<file path="config.mk">
export PLATFORM = sky130hd
export DESIGN_NAME = matrix_ls_fu
export DESIGN_NICKNAME = d
export VERILOG_FILES = /design/src/rtl/matrix_ls_fu.sv
export SDC_FILE = /design/constraint.sdc
export NUM_CORES = 1
export LEC_CHECK = 0
export ABC_AREA = 1
export BUFFER_PORTS_ARGS = -buffer_cell sky130_fd_sc_hd__buf_4
export CAP_MARGIN = 20
export CORE_AREA = 2 2 135 163
export DETAILED_ROUTE_END_ITERATION = 10
export DIE_AREA = 0 0 137 165
export SLEW_MARGIN = 0
export SYNTH_ARGS = -nofsm -noshare
export SYNTH_HDL_FRONTEND = slang
export SYNTH_SLANG_ARGS = --single-unit
</file>
<file path="constraint.sdc">
create_clock -name CLK -period 2.3 [get_ports CLK]
set_clock_uncertainty 0.1 [all_clocks]
set_input_delay 0.115 -clock CLK [delete_from_list [all_inputs] [get_ports CLK]]
set_output_delay 0.115 -clock CLK [all_outputs]
set_load 0.01 [all_outputs]
</file>
<file path="src/rtl/matrix_ls_fu.sv">
`default_nettype none
// ============================================================================
// Module   : matrix_ls_fu
// Brief    : Matrix load/store functional unit. Computes the effective address
//            and hands one request to the scratchpad, then reports done or a
//            timeout error back to issue.
// Revision : 1.0 - initial release
// ============================================================================
module matrix_ls_fu #(
    parameter int WORD_W      = 32,
    parameter int MREG_W      = 4,
    parameter int IMM_W       = 11,
    parameter int TIMEOUT_CYC = 1024
) (
    input  logic              CLK,
    input  logic              RST,
    input  logic              issue_valid,
    output logic              issue_ready,
    input  logic              issue_ls,
    input  logic [MREG_W-1:0] issue_rd,
    input  logic [WORD_W-1:0] issue_rs1,
    input  logic [WORD_W-1:0] issue_rs2,
    input  logic [IMM_W-1:0]  issue_imm,
    input  logic              flush,
    output logic              sp_req_valid,
    input  logic              sp_req_ready,
    output logic [1:0]        sp_ls,
    output logic [MREG_W-1:0] sp_rd,
    output logic [IMM_W-1:0]  sp_imm,
    output logic [WORD_W-1:0] sp_addr,
    output logic [WORD_W-1:0] sp_stride,
    input  logic              sp_done,
    output logic              busy,
    output logic              done,
    output logic [MREG_W-1:0] done_rd,
    output logic              err
);

    localparam int              c_cnt_w   = $clog2(TIMEOUT_CYC);
    localparam logic [c_cnt_w-1:0] c_cnt_max = c_cnt_w'(TIMEOUT_CYC - 1);

    typedef enum logic [2:0] {
        S_IDLE = 3'd0,
        S_REQ  = 3'd1,
        S_WAIT = 3'd2,
        S_DONE = 3'd3,
        S_ERR  = 3'd4
    } state_t;

    state_t              r_state;
    state_t              w_next;
    logic [c_cnt_w-1:0]  r_cnt;
    logic [c_cnt_w-1:0]  w_cnt_next;
    logic                r_squash;
    logic                w_squash_next;
    logic                w_accept;
    logic [WORD_W-1:0]   w_addr;

    assign w_accept = issue_valid && (r_state == S_IDLE);
    assign w_addr   = issue_rs1 + {{(WORD_W-IMM_W){issue_imm[IMM_W-1]}}, issue_imm};

    always_comb begin
        w_next        = r_state;
        w_cnt_next    = r_cnt;
        w_squash_next = r_squash;
        case (r_state)
            S_IDLE: begin
                w_cnt_next    = '0;
                w_squash_next = 1'b0;
                if (w_accept)
                    w_next = S_REQ;
            end
            S_REQ: begin
                // A request taken together with flush still has to drain.
                if (sp_req_ready) begin
                    w_cnt_next    = '0;
                    w_squash_next = flush;
                    if (sp_done)
                        w_next = flush ? S_IDLE : S_DONE;
                    else
                        w_next = S_WAIT;
                end else if (flush) begin
                    w_next = S_IDLE;
                end
            end
            S_WAIT: begin
                w_squash_next = r_squash | flush;
                if (sp_done)
                    w_next = (r_squash | flush) ? S_IDLE : S_DONE;
                else if (r_cnt == c_cnt_max)
                    w_next = S_ERR;
                else
                    w_cnt_next = r_cnt + c_cnt_w'(1);
            end
            S_DONE:  w_next = S_IDLE;
            S_ERR:   w_next = S_IDLE;
            default: w_next = S_IDLE;
        endcase
    end

    always_ff @(posedge CLK) begin
        if (RST) begin
            r_state      <= S_IDLE;
            r_cnt        <= '0;
            r_squash     <= 1'b0;
            issue_ready  <= 1'b1;
            sp_req_valid <= 1'b0;
            busy         <= 1'b0;
            done         <= 1'b0;
            err          <= 1'b0;
            done_rd      <= '0;
            sp_ls        <= '0;
            sp_rd        <= '0;
            sp_imm       <= '0;
            sp_addr      <= '0;
            sp_stride    <= '0;
        end else begin
            r_state      <= w_next;
            r_cnt        <= w_cnt_next;
            r_squash     <= w_squash_next;
            // Status outputs are registered from the next state.
            issue_ready  <= (w_next == S_IDLE);
            sp_req_valid <= (w_next == S_REQ);
            busy         <= (w_next != S_IDLE);
            done         <= (w_next == S_DONE);
            err          <= (w_next == S_ERR);
            done_rd      <= ((w_next == S_DONE) || (w_next == S_ERR)) ? sp_rd : '0;
            if (w_accept) begin
                sp_ls     <= {issue_ls, ~issue_ls};
                sp_rd     <= issue_rd;
                sp_imm    <= issue_imm;
                sp_addr   <= w_addr;
                sp_stride <= issue_rs2;
            end
        end
    end

endmodule
`default_nettype wire

</file>
### Yosys cells after proc, flatten, opt, wreduce, memory -nomap -nowiden

Cells that the tools add are included.

| word-level totals | value |
|---|---|
| input bits | 86 |
| word-level logic and storage cells | 52 |
| bits in registers | 104 |
| output and inout bits | 90 |

| operators by class | value |
|---|---|
| reductions and logical operators | 9 |
| bitwise gates (word level) | 3 |
| eq/ne operators | 9 |
| add/sub/neg operators | 2 |
| multiplexer cells | 15 |

Operators by type and width:

| kind | count |
|---|---|
| $add A32 B32 Y32 | 1 |
| $mux W10 | 3 |
| $pmux W10 S3 | 1 |
| $mux W3 | 5 |
| $add A10 B1 Y10 const B | 1 |
| $eq A10 B10 Y1 const B | 1 |
| $pmux W3 S3 | 1 |
| $eq A3 B1 Y1 const B | 2 |
| $eq A3 B2 Y1 const B | 2 |
| $logic_not A3 Y1 | 2 |
| $mux W2 | 3 |
| $ne A2 B2 Y1 const B | 3 |
| $reduce_bool A3 Y1 | 2 |
| $reduce_and A4 Y1 | 1 |
| $eq A3 B3 Y1 const B | 1 |
| $pmux W1 S3 | 1 |
| $not A1 Y1 | 2 |
| $reduce_and A2 Y1 | 1 |
| $reduce_or A2 Y1 | 1 |
| $logic_and A1 B1 Y1 | 1 |
| $logic_or A1 B1 Y1 | 1 |
| $mux W1 | 1 |
| $or A1 B1 Y1 | 1 |

### Logic depth before layout (Yosys ltp)

| depth | value |
|---|---|
| word-level depth | 8 |
| depth in mapped cells | 14 |
| mapped depth without buffers | 14 |

### Worst setup path after synthesis

No wires, ideal clock.

| path | value |
|---|---|
| kind | input to register |
| start | input issue_rs1[0] |
| end | register sp_addr[16] |
| required time | 2085 ps |
| data arrival time | 1505 ps |
| library setup time | 115 ps |
| stages | 11 |
| path buffers | 0 |
| path slack | 579 ps |
| cells stage by stage | ha_1 -> fa_1 -> nand3_1 -> nand3_1 -> nand2_1 -> nand2_1 -> nand2_1 -> nand2_1 -> xor2_1 -> o21ai_0 -> inv_1 |

| on the way | value |
|---|---|
| word-level cells in the longest chain between the ends | 1 |

Ends and longest elaborated chain:

| what | RTL line | source |
|---|---|---|
| from (decl) | 21 | `input logic [WORD_W-1:0] issue_rs1,` |
| $add A32 B32 Y32 | 60 | `assign w_addr = issue_rs1 + {{(WORD_W-IMM_W){issue_imm[IMM_W-1]}}, issue_imm};` |
| to (signal assigned) | 132 | `sp_addr <= w_addr;` |
| to (decl) | 30 | `output logic [WORD_W-1:0] sp_addr,` |

Every way passes these cells.
A chain may end at the register's enable or synchronous reset.

### Final worst setup path

| path | value |
|---|---|
| start | input issue_imm[7] |
| end | register sp_addr[19] |

| on the way | value |
|---|---|
| word-level cells in the longest chain between the ends | 1 |

Ends and longest elaborated chain:

| what | RTL line | source |
|---|---|---|
| from (decl) | 23 | `input logic [IMM_W-1:0] issue_imm,` |
| $add A32 B32 Y32 | 60 |  |

Every way passes these cells.

==> out/metrics.cfg <==
[yosys]
synth_mux_area_share_pct = 0
synth_top_family_by_area = simple AND/OR/NAND/NOR gates
ys_seq_area_share_pct = 32.4
synth.distinct_cells = 35
synth-xor-area-share_pct = 2.72
synthCells = 1045
synth_fa_ha_area_share_pct = 6.53
syn-num-nets = 1164
synth.cell_area_um2 = 6430
avgSynthCellArea_um2 = 6.16
synth-simple-area-share_pct = 36.6
yosysWarningCount = 0
ys_ff_latch = 104
synth_compound_area_share_pct = 9.30

[timing]
maxSlewViolCount = 0
period_share_pct = 92.6
worstMarginPinSlew_ps = 596
rsz0062_at_grt = no
fmax_mhz = 470
finalWorstSetupSlack_ps = 171
tns_ps = 0
maxSlewHeadroom_pct = 60.3
hold_viol = 0
finalSetupViolCount = 0
layout_min_cycle_time_ps = 2130

[floorplan]
core_um2 = 20900
initial_core_util_pct = 30.8
ios = 176
die-area_um2 = 22600
die_h_um = 165
dieWidth_um = 137
row_count = 58

[cells_and_area]
nets = 1380
drive_gt1_share_pct = 17.9
layout_commonest_cell = nand2_1
final_area_um2 = 8800
fillers = 2243
final_cell_mix = nand2_1, nor2_1, buf_4
antenna_cells = 0
syn2layout_area_growth_pct = 36.9

[global_routing]
antenna_found_initial = 0
grt-ovfl-total = 0
grt_use_met3_pct = 3.47
grtUsageTotal_pct = 18.1
top_usage_layer = met2
grt_max_degree = 63
grt_first_pass_wirelength_mm = 32.1
grtUsageMet2_pct = 32.5
grt_pass1_vias = 6529
grt_use_met1_pct = 20.9

[power_and_ir_drop]
p_leak_nw = 4.75
powerDensity_nw_per_um2 = 581
ir_worst_vdd_mv = 0.346

[placement]
dpl_cell_area_um2 = 8020
gp_congestion = 0.919
hpwl_mm = 15.7
dp_slack_ps = 135
port_buffers = 175

[critical_path]
worstPathMaxFanout = 4
path_class = input port to flip-flop
worst_r2r_path_depth = 10
r2r_slack_ps = 460
cp-start-kind = input port
endpoint_kind = flip-flop
worstPathRequired_ps = 2450
arrival_ps = 2280
rr_startpoint = r_cnt[0]$_SDFFE_PP0P_
rr_endpoint = r_cnt[3]$_SDFFE_PP0P_

[cts]
htree_levels = 3
cts_sinks = 104
path_clk_slew_ps = 80
post-cts-setup-buffer-count = 0
clock_latency_ps = 360
tritoncts = done
numCtsBuffers = 9
clockBufferDepth = 2
cts_root_buf = clkbuf_16

[detailed_routing]
drtIter0Drc = 270
viasPerCell = 4.44
ant_nets = 0
dr.pass1.iters = 4
drt_wl_total_mm = 20.3
remaining_drc_errors = 0
wl_per_cell_um = 13.2
via_count = 6819

[status]
status = completed

[min_path]
hold_depth = 4
min-delay-start = issue_imm[0]
hold_end = sp_addr[0]$_SDFFE_PP0P_
min_path_type = input port to flip-flop

[flow_run]
drv_cap = 0

## layer usage
metal | wire [um] | up-vias
met3 | 1090 | 32
met5 | 0 | -
met4 | 606 | 0
li1 | - | 3621
met2 | 10100 | 143
met1 | 8510 | 3023
## worst max path at each step
stage	cells past startpoint	slack [ps]	end	startpoint
CTS	14	120	sp_addr[21]$_SDFFE_PP0P_	issue_imm[7]
floorplan	11	580	sp_addr[16]$_SDFFE_PP0P_	issue_rs1[0]
global route	13	10	sp_addr[28]$_SDFFE_PP0P_	issue_imm[1]
detailed placement	13	130	sp_addr[28]$_SDFFE_PP0P_	issue_rs1[0]
finish	12	170	sp_addr[19]$_SDFFE_PP0P_	issue_imm[7]
global placement	13	150	sp_addr[28]$_SDFFE_PP0P_	issue_rs1[0]
## through the flow
step / cells / utilization [%] / power, mW / hold slack, ps
finish: 1536 / 42.1 / 5.12 / 49.4
global route: 1536 / 42.1 / 5.46 / 65.4
CTS: 1536 / 42.1 / 5.18 / 33.9
detailed placement: 1471 / 38.4 / 3.57 / 208
global placement: 1471 / 38.4 / 3.56 / 205
floorplan: 1045 / - / 2.94 / 93.1
## worst max-delay path: stages
cell	delay, ps
dlygate4sd3_1	550
buf_4	140
ha_1	370
nand2_1	140
nor2_1	220
nand3_1	110
nand3_1	180
nand2_1	100
nand3_1	80
nand3_1	140
nand2_1	90
inv_1	40
## what timing repair did
action | 4_1_cts | 5_1_grt
resized for setup | 0 | 2
hold buffers | 49 | 0
endpoints found under the hold margin | 52 | 0
setup endpoints to repair | 0 | 2
## registers in the layout (all words and copies together) (netlist names)
register,count
r_state,3
sp_req_valid,1
r_squash,1
done_rd,4
done,1
err,1
sp_ls,2
sp_addr,32
sp_rd,4
sp_stride,32
r_cnt,10
sp_imm,11
issue_ready,1
busy,1
## synthesized netlist by cell type
master | n | share of area (%)
nand4_1 | 5 | 0.49
buf_2 | 5 | 0.39
and2_1 | 4 | 0.39
buf_6 | 3 | 0.53
a31oi_1 | 2 | 0.19
dfxtp_1 | 104 | 32
a21boi_2 | 2 | 0.35
nand2_2 | 7 | 0.68
o21ai_0 | 66 | 5.1
nor3_1 | 12 | 0.93
fa_1 | 1 | 0.31
a21oi_1 | 32 | 2.5
nand3_1 | 49 | 3.8
nor2_2 | 3 | 0.29
nor2_4 | 3 | 0.53
ha_1 | 32 | 6.2
a21o_1 | 1 | 0.12
clkbuf_1 | 16 | 0.93
a21boi_1 | 2 | 0.23
a211oi_1 | 1 | 0.12
nand3b_1 | 1 | 0.12
xor2_1 | 16 | 2.2
o21bai_1 | 1 | 0.12
inv_1 | 173 | 10
nor3_2 | 3 | 0.47
nand2_4 | 1 | 0.18
nand3b_2 | 1 | 0.18
a211oi_2 | 1 | 0.19
xnor2_1 | 4 | 0.54
o211ai_1 | 3 | 0.35
nand3_4 | 1 | 0.27
inv_2 | 2 | 0.12
nand2_1 | 283 | 17
nor2_1 | 201 | 12
buf_4 | 4 | 0.47
## cells by family after synthesis
group | count (synthesis)
AND/OR/NAND/NOR | 574
buffers and inverters | 203
AO/OA/AOI/OAI | 111
flip-flops | 104
adder cells (fa/ha/maj) | 33
XOR/XNOR | 20
## cell type report
cell class,instances,area (um^2),area share (%)
sequential,104,2080,23.6
clock inverter,7,66.3,0.753
tap,270,338,3.84
multi-input combinational,738,3550,40.3
clock buffer,9,225,2.56
timing repair buffer,233,1880,21.4
inverter,175,658,7.47
## where the power goes
part | switching (mW) | leakage, nW | internal [mW]
clock network | 0.774 | 0.141 | 0.759
logic | 0.886 | 3.75 | 0.663
registers | 0.0822 | 0.858 | 1.95
Note: power is estimated with default switching activity, not from simulation.
